### src/rtl/clock_gate_ctrl_pkg.sv
// -----------------------------------------------------------------------------
// clk_gate_pkg
// Shared types and constants for the clock gate controller.
//   cg_state_t      : controller FSM state encoding (exposed on state_o)
//   DEF_*           : default timing parameters for clock_gate_ctrl
//   STATS_*_W       : widths of the optional statistics counters
//                     (present only when GATE_STATS_EN is defined)
//   drives_clk_en() : which states keep the downstream clock enabled
// -----------------------------------------------------------------------------
package clk_gate_pkg;

    typedef enum logic [2:0] {
        CG_OFF  = 3'd0,
        CG_WAKE = 3'd1,
        CG_ON   = 3'd2,
        CG_SREQ = 3'd3,
        CG_STOP = 3'd4
    } cg_state_t;

    localparam int DEF_IDLE_CYCLES = 16;
    localparam int DEF_ACK_TIMEOUT = 8;
    localparam int DEF_CNT_W       = 8;

    localparam int STATS_OFF_W  = 32;
    localparam int STATS_WAKE_W = 16;

    // The gater enable stays high from the wake request until the consumer
    // has agreed to stop; STOP drops it and then waits for the gater to follow.
    function automatic logic drives_clk_en(input cg_state_t s);
        return (s == CG_WAKE) || (s == CG_ON) || (s == CG_SREQ);
    endfunction

endpackage

### src/rtl/clock_gate_ctrl_if.sv
// -----------------------------------------------------------------------------
// clock_gate_ctrl_if
// Groups the controller's core-side and gater-side signals.
//   activity        : core has pending work this cycle
//   wake_req        : external wake request (level)
//   gated_clk_is_on : gater status, already synchronised into clk domain
//   sleep_ack       : consumer has drained and accepts sleep
//   clk_en          : enable to the clock gater
//   clk_ready       : gated clock confirmed running
//   sleep_req       : request consumer to drain
//   ack_err         : sticky gater-did-not-follow error
//   state_o         : controller FSM state
// Handshake semantics: sleep_req is a level held by the controller until the
// consumer raises sleep_ack (transfer) or new work aborts the request;
// clk_en is a level acknowledged by gated_clk_is_on following it.
// master = controller, slave = core/gater environment.
// -----------------------------------------------------------------------------
interface clock_gate_ctrl_if;
    logic       activity;
    logic       wake_req;
    logic       gated_clk_is_on;
    logic       sleep_ack;
    logic       clk_en;
    logic       clk_ready;
    logic       sleep_req;
    logic       ack_err;
    logic [2:0] state_o;

    modport master (
        input  activity, wake_req, gated_clk_is_on, sleep_ack,
        output clk_en, clk_ready, sleep_req, ack_err, state_o
    );

    modport slave (
        output activity, wake_req, gated_clk_is_on, sleep_ack,
        input  clk_en, clk_ready, sleep_req, ack_err, state_o
    );
endinterface

### src/rtl/clock_gate_ctrl_sat_counter.sv
// -----------------------------------------------------------------------------
// sat_counter
// Up-counter that sticks at all-ones. clr has priority over inc.
//   clk, rst : clock and asynchronous active-high reset
//   clr      : synchronous clear to zero
//   inc      : increment by one unless already saturated
//   cnt      : current count (registered)
// -----------------------------------------------------------------------------
module sat_counter #(
    parameter int W = 8
) (
    input  logic         clk,
    input  logic         rst,
    input  logic         clr,
    input  logic         inc,
    output logic [W-1:0] cnt
);

    logic [W-1:0] cnt_q;
    logic [W-1:0] cnt_d;

    always_comb begin
        cnt_d = cnt_q;
        if (clr) begin
            cnt_d = '0;
        end else if (inc && (cnt_q != '1)) begin
            cnt_d = cnt_q + W'(1);
        end
    end

    always_ff @(posedge clk or posedge rst) begin
        if (rst) begin
            cnt_q <= '0;
        end else begin
            cnt_q <= cnt_d;
        end
    end

    assign cnt = cnt_q;

endmodule

### src/rtl/clock_gate_ctrl.sv
// -----------------------------------------------------------------------------
// clock_gate_ctrl
// Decides when a downstream clock domain is gated: idle timeout in ON raises
// sleep_req, the consumer answers with sleep_ack, then clk_en drops and the
// controller waits for the gater status to follow. Work or wake_req reopens
// the clock. All outputs are registered from the next-state value.
//
// Ports:
//   clk, rst   : free-running clock, asynchronous active-high reset
//   bus        : clock_gate_ctrl_if.master (activity, wake_req,
//                gated_clk_is_on, sleep_ack in; clk_en, clk_ready,
//                sleep_req, ack_err, state_o out)
//   off_cycles : [GATE_STATS_EN only] cycles spent in OFF, saturating
//   wake_count : [GATE_STATS_EN only] OFF->WAKE transitions, saturating
//
// Build option: define GATE_STATS_EN to add the statistics counters/ports.
// -----------------------------------------------------------------------------
module clock_gate_ctrl
    import clk_gate_pkg::*;
#(
    parameter int IDLE_CYCLES = DEF_IDLE_CYCLES,
    parameter int ACK_TIMEOUT = DEF_ACK_TIMEOUT,
    parameter int CNT_W       = DEF_CNT_W
) (
    input  logic                     clk,
    input  logic                     rst,
`ifdef GATE_STATS_EN
    output logic [STATS_OFF_W-1:0]   off_cycles,
    output logic [STATS_WAKE_W-1:0]  wake_count,
`endif
    clock_gate_ctrl_if.master        bus
);

    localparam logic [CNT_W-1:0] IDLE_LAST = CNT_W'(IDLE_CYCLES - 1);
    localparam logic [CNT_W-1:0] ACK_LIM   = CNT_W'(ACK_TIMEOUT);
    localparam logic [CNT_W-1:0] ACK_LAST  = CNT_W'(ACK_TIMEOUT - 1);

    cg_state_t  state_q, state_d;
    logic       clk_en_q, clk_en_d;
    logic       clk_ready_q, clk_ready_d;
    logic       sleep_req_q, sleep_req_d;
    logic       ack_err_q, ack_err_d;

    logic             wake_in;
    logic [CNT_W-1:0] idle_cnt;
    logic [CNT_W-1:0] to_cnt;
    logic             idle_inc;
    logic             to_run;

    assign wake_in = bus.activity | bus.wake_req;

    always_comb begin
        state_d  = state_q;
        idle_inc = 1'b0;
        to_run   = 1'b0;
        case (state_q)
            CG_OFF: begin
                if (wake_in) state_d = CG_WAKE;
            end
            CG_WAKE: begin
                if (bus.gated_clk_is_on) state_d = CG_ON;
                else                     to_run  = 1'b1;
            end
            CG_ON: begin
                // Idle counter holds the number of idle cycles already seen;
                // the cycle that finds IDLE_CYCLES-1 of them is the last one.
                if (!wake_in) begin
                    if (idle_cnt == IDLE_LAST) state_d  = CG_SREQ;
                    else                       idle_inc = 1'b1;
                end
            end
            CG_SREQ: begin
                // New work outranks a simultaneous sleep_ack.
                if (wake_in)            state_d = CG_ON;
                else if (bus.sleep_ack) state_d = CG_STOP;
            end
            CG_STOP: begin
                if (!bus.gated_clk_is_on) state_d = CG_OFF;
                else                      to_run  = 1'b1;
            end
            default: state_d = CG_OFF;
        endcase

        // to_run is only high while staying in WAKE/STOP, so any state change
        // clears the timeout counter. The error fires on the cycle the count
        // reaches ACK_TIMEOUT and then stays set until reset.
        ack_err_d   = ack_err_q | (to_run && (to_cnt == ACK_LAST));
        clk_en_d    = drives_clk_en(state_d);
        clk_ready_d = (state_d == CG_ON);
        sleep_req_d = (state_d == CG_SREQ);
    end

    always_ff @(posedge clk or posedge rst) begin
        if (rst) begin
            state_q     <= CG_OFF;
            clk_en_q    <= 1'b0;
            clk_ready_q <= 1'b0;
            sleep_req_q <= 1'b0;
            ack_err_q   <= 1'b0;
        end else begin
            state_q     <= state_d;
            clk_en_q    <= clk_en_d;
            clk_ready_q <= clk_ready_d;
            sleep_req_q <= sleep_req_d;
            ack_err_q   <= ack_err_d;
        end
    end

    // Idle counter: runs only on idle ON cycles, cleared otherwise so that
    // every entry into ON (including an aborted sleep) starts from zero.
    sat_counter #(.W(CNT_W)) u_idle_cnt (
        .clk (clk),
        .rst (rst),
        .clr (!idle_inc),
        .inc (idle_inc),
        .cnt (idle_cnt)
    );

    // Timeout counter: stops at ACK_TIMEOUT rather than wrapping.
    sat_counter #(.W(CNT_W)) u_to_cnt (
        .clk (clk),
        .rst (rst),
        .clr (!to_run),
        .inc (to_run && (to_cnt != ACK_LIM)),
        .cnt (to_cnt)
    );

`ifdef GATE_STATS_EN
    sat_counter #(.W(STATS_OFF_W)) u_off_cnt (
        .clk (clk),
        .rst (rst),
        .clr (1'b0),
        .inc (state_q == CG_OFF),
        .cnt (off_cycles)
    );

    sat_counter #(.W(STATS_WAKE_W)) u_wake_cnt (
        .clk (clk),
        .rst (rst),
        .clr (1'b0),
        .inc ((state_q == CG_OFF) && (state_d == CG_WAKE)),
        .cnt (wake_count)
    );
`endif

    assign bus.clk_en    = clk_en_q;
    assign bus.clk_ready = clk_ready_q;
    assign bus.sleep_req = sleep_req_q;
    assign bus.ack_err   = ack_err_q;
    assign bus.state_o   = state_q;

endmodule

### src/flat_wrapper.sv
// flat-port wrapper written by rule: the top's interface ports become plain ports
module clock_gate_ctrl_flat import clk_gate_pkg::*;
#(
    parameter int IDLE_CYCLES = DEF_IDLE_CYCLES,
    parameter int ACK_TIMEOUT = DEF_ACK_TIMEOUT,
    parameter int CNT_W       = DEF_CNT_W
)
  (clk, rst, bus_activity, bus_wake_req, bus_gated_clk_is_on, bus_sleep_ack, bus_clk_en, bus_clk_ready, bus_sleep_req, bus_ack_err, bus_state_o);
  clock_gate_ctrl_if bus_i ();
  input  logic clk;
  input  logic rst;
  input wire logic [$bits(bus_i.activity)-1:0] bus_activity;
  input wire logic [$bits(bus_i.wake_req)-1:0] bus_wake_req;
  input wire logic [$bits(bus_i.gated_clk_is_on)-1:0] bus_gated_clk_is_on;
  input wire logic [$bits(bus_i.sleep_ack)-1:0] bus_sleep_ack;
  output wire logic [$bits(bus_i.clk_en)-1:0] bus_clk_en;
  output wire logic [$bits(bus_i.clk_ready)-1:0] bus_clk_ready;
  output wire logic [$bits(bus_i.sleep_req)-1:0] bus_sleep_req;
  output wire logic [$bits(bus_i.ack_err)-1:0] bus_ack_err;
  output wire logic [$bits(bus_i.state_o)-1:0] bus_state_o;
  assign bus_i.activity = bus_activity;
  assign bus_i.wake_req = bus_wake_req;
  assign bus_i.gated_clk_is_on = bus_gated_clk_is_on;
  assign bus_i.sleep_ack = bus_sleep_ack;
  assign bus_clk_en = bus_i.clk_en;
  assign bus_clk_ready = bus_i.clk_ready;
  assign bus_sleep_req = bus_i.sleep_req;
  assign bus_ack_err = bus_i.ack_err;
  assign bus_state_o = bus_i.state_o;
  clock_gate_ctrl #(.IDLE_CYCLES(IDLE_CYCLES), .ACK_TIMEOUT(ACK_TIMEOUT), .CNT_W(CNT_W)) u_core (.clk(clk), .rst(rst), .bus(bus_i));
endmodule
### config.mk
export PLATFORM = sky130hd
export DESIGN_NAME = clock_gate_ctrl_flat
export DESIGN_NICKNAME = d
export VERILOG_FILES = /design/src/rtl/clock_gate_ctrl_pkg.sv /design/src/rtl/clock_gate_ctrl_if.sv /design/src/rtl/clock_gate_ctrl_sat_counter.sv /design/src/rtl/clock_gate_ctrl.sv /design/src/flat_wrapper.sv
export SDC_FILE = /design/constraint.sdc
export NUM_CORES = 1
export LEC_CHECK = 0
export ABC_CLOCK_PERIOD_IN_PS = 1720
export BUFFER_PORTS_ARGS = -buffer_cell sky130_fd_sc_hd__buf_2
export CAP_MARGIN = 10
export CORE_ASPECT_RATIO = 0.6
export CORE_MARGIN = 2
export CORE_UTILIZATION = 41
export CTS_CLUSTER_DIAMETER = 30
export CTS_CLUSTER_SIZE = 8
export DETAILED_ROUTE_END_ITERATION = 10
export SETUP_SLACK_MARGIN = 0.4
export SYNTH_ARGS = -nofsm -noshare
export SYNTH_HDL_FRONTEND = slang
export SYNTH_SLANG_ARGS = --single-unit
### constraint.sdc
create_clock -name clk -period 1.72 [get_ports clk]
set_input_delay 0.43 -clock clk [delete_from_list [all_inputs] [get_ports clk]]
set_output_delay 0.43 -clock clk [all_outputs]
set_load 0.05 [all_outputs]
==> flow_metrics.env <==
export IMPL_status="complete, no violations"
export IMPL_insertion_delay_ns=0.27
export IMPL_h_tree_depth=1
export IMPL_finalSetupTns_ns=0
export IMPL_synthesis_nets=134
export IMPL_synth_seq_area_share_pct=47.5
export IMPL_timing_hold_ws_ns=0.186
export IMPL_crit_type="reg -> reg"
export IMPL_cts_path_max_buffers=2
export IMPL_cp_start_kind="flop"
export IMPL_max_slew_margin_pct=71.7
export IMPL_hpwlAfterDp_um=1780
export IMPL_grt_max_degree=24
export IMPL_ys_seq_elements=23
export IMPL_fillers=232
export IMPL_num_nets_final=170
export IMPL_cts_tree="done"
export IMPL_final_cell_mix="buf_4, dfrtp_1, inv_1"
export IMPL_clock_skew_ns=0.00430
export IMPL_worstPathArrival_ns=1.78
export IMPL_cpLargestDelayFamily="simple AND/OR/NAND/NOR gates"
export IMPL_p_per_area_nw_per_um2=940
export IMPL_min_delay_path_class="in -> async"
export IMPL_diodes=0
export IMPL_syn_area_um2=1210
export IMPL_final_common_cell="buf_4"
export IMPL_grt_ovfl_total=0
export IMPL_viasPerCell=5.54
export IMPL_wl_met2_um=1260
export IMPL_highest_layer="met4"
export IMPL_period_share_pct=91.9
export IMPL_tightestPinTransition_ns=0.424
export IMPL_antenna_left=0
export IMPL_io_pins=13
export IMPL_die_y_um=46.1
export IMPL_power_mw=1.65
export IMPL_antenna_found_initial=0
export IMPL_met3_wirelength_um=126
export IMPL_drc=0
export IMPL_p_leak_nw=0.694
export IMPL_drtPass1Iterations=4
export IMPL_end_kind="flop"
export IMPL_hold_viol_final=0
export IMPL_cts_clk_slew_worst_paths_ns=0.09
export IMPL_avgSynthCellArea_um2=9.69
export IMPL_rrSetupSlack_ns=0.14
export IMPL_cts_hold_buf=0
export IMPL_grt_pass1_wl_um=4400
export IMPL_grtUsageTotal_pct=17.7
export IMPL_wl_per_cell_um=14.3
export IMPL_crit_fanout=5
export IMPL_fp_dieW_um=74.2
export IMPL_start_util_pct=42.7
export IMPL_clock_sinks=23
export IMPL_drt_total_wl_um=2900
export IMPL_clockRootBuffer="clkbuf_8"
export IMPL_drive_above_1_share_pct=48.8
export IMPL_port_buffer_count=12
export IMPL_die_area_um2=3420
export IMPL_required_ns=1.92
export IMPL_setup_viol=0
export IMPL_core_um2=2830
export IMPL_max_freq_ghz=0.633
export IMPL_num_rows=15
export IMPL_gp_congestion=0.823
export IMPL_drv_slew=0
export IMPL_ir_drop_uv=503
export IMPL_crit_slowest_cell="or4_4"
export IMPL_max_stage_delay_ns=0.48
export IMPL_ys_types=39
export IMPL_met1_length_um=1490
export IMPL_crit_buf_inv=1
export IMPL_syn_to_final_growth_pct=45.1
export IMPL_synth_main_ff_cell="dfrtp_1"
export IMPL_grt_pass1_vias=949
export IMPL_cp_cell_sequence="ha_4 -> nand3_4 -> nor2_4 -> buf_6 -> or4_4 -> a21oi_2"
export IMPL_drt_iter0_markers=67
export IMPL_cap_violations=0
export IMPL_via_count=1119
export IMPL_rsz0062_at_grt="yes"
export IMPL_ys_async_sr_fraction_pct=100
export IMPL_yosys_warnings=0
export IMPL_synth_enable_flop_cells=0
export IMPL_numCtsBuffers=3
export IMPL_synthCells=125
export IMPL_period_needed_ns=1.58
export IMPL_dpl_cell_area_um2=1420
export IMPL_stdcell_area_um2=1760
==> layout make-up <==
cell class	count	area, um^2	area share [%]
Multi-Input combinational cell	92	792	45.1
Inverter	8	30.0	1.71
Tap cell	42	52.6	2.99
Clock buffer	3	41.3	2.35
Timing Repair Buffer	33	253	14.4
Clock inverter	1	5.00	0.285
Sequential cell	23	584	33.2
==> power by group <==
| group | switching (mW) | internal, mW |
|---|---|---|
| combinational | 0.373 | 0.261 |
| clock | 0.181 | 0.162 |
| sequential | 0.0697 | 0.605 |
==> stage by stage <==
| step | utilization (%) | instances | setup slack (ns) |
|---|---|---|---|
| after floorplan | - | 125 | 0.138 |
| after global placement | 50.2 | 187 | 0.0661 |
| after detailed placement | 50.2 | 187 | 0.0292 |
| after CTS | 56.9 | 197 | 0.145 |
| after global routing | 62.0 | 202 | 0.0723 |
| final | 62.0 | 202 | 0.139 |
==> flip-flops by register name, summed over array words and instances, names as in the netlist <==
name,count
u_core.u_idle_cnt.cnt,8
u_core.bus.ack_err,1
u_core.bus.clk_ready,1
u_core.u_to_cnt.cnt,8
u_core.bus.state_o,3
u_core.bus.sleep_req,1
u_core.bus.clk_en,1
==> synthesized netlist by cell type, types with 3 or more instances <==
| cell | count | area [um^2] |
|---|---|---|
| a21oi_1 | 10 | 50.1 |
| and3_1 | 3 | 18.8 |
| and4_1 | 3 | 26.3 |
| dfrtp_1 | 23 | 576 |
| ha_1 | 3 | 37.5 |
| inv_1 | 8 | 30.0 |
| nand3_1 | 6 | 30.0 |
| nand4_1 | 4 | 25.0 |
| nor2_1 | 9 | 33.8 |
| nor3_1 | 8 | 40.0 |
| nor4_1 | 3 | 18.8 |
| o21ai_0 | 7 | 35.0 |
==> worst paths after layout <==
check	from	to	depth (start not counted)
min in group clk	bus_sleep_ack	u_core.bus.state_o[2]$_DFF_PP0_	3
worst min register to register	u_core.bus.ack_err$_DFF_PP0_	u_core.bus.ack_err$_DFF_PP0_	1
max in group asynchronous	rst	u_core.bus.state_o[0]$_DFF_PP0_	3
worst min-delay path	rst	u_core.u_idle_cnt.cnt[2]$_DFFE_PP0P_	3
worst max-delay path	u_core.u_to_cnt.cnt[0]$_DFFE_PP0P_	u_core.u_to_cnt.cnt[2]$_DFFE_PP0P_	6
worst max register to register	u_core.u_to_cnt.cnt[0]$_DFFE_PP0P_	u_core.u_to_cnt.cnt[2]$_DFFE_PP0P_	6
==> metal layers <==
metal / up-vias / GRT usage [%]
li1: 540 / -
met1: 551 / 25.5
met3: 4 / 5.25
met4: 0 / 4.36
met2: 24 / 26.3
met5: - / 0
==> worst reg2reg max path, cell delays in order, from the launching register on <==
cell and delay [ns]:
dfrtp_2 0.46, ha_4 0.19, nand3_4 0.08, nor2_4 0.04
buf_6 0.13, or4_4 0.48, a21oi_2 0.14
==> timing repair <==
| item | CTS | global route |
|---|---|---|
| endpoints found under the setup margin | 23 | 26 |
| setup buffers | 6 | 5 |
| gates resized for setup | 25 | 25 |
| pin swaps | 20 | 13 |
==> cell families after synthesis <==
group,count (synthesis),share of synthesized area (%)
AOI/OAI and AO/OA,27,13.2
xor gates and xnor gates,3,2.17
adders and majority gates,3,3.10
buffers and inverters,10,3.10
DFF,23,47.5
muxes,2,1.65
and+or+nand+nor,57,29.2
Power figures use the tool's default switching activity.
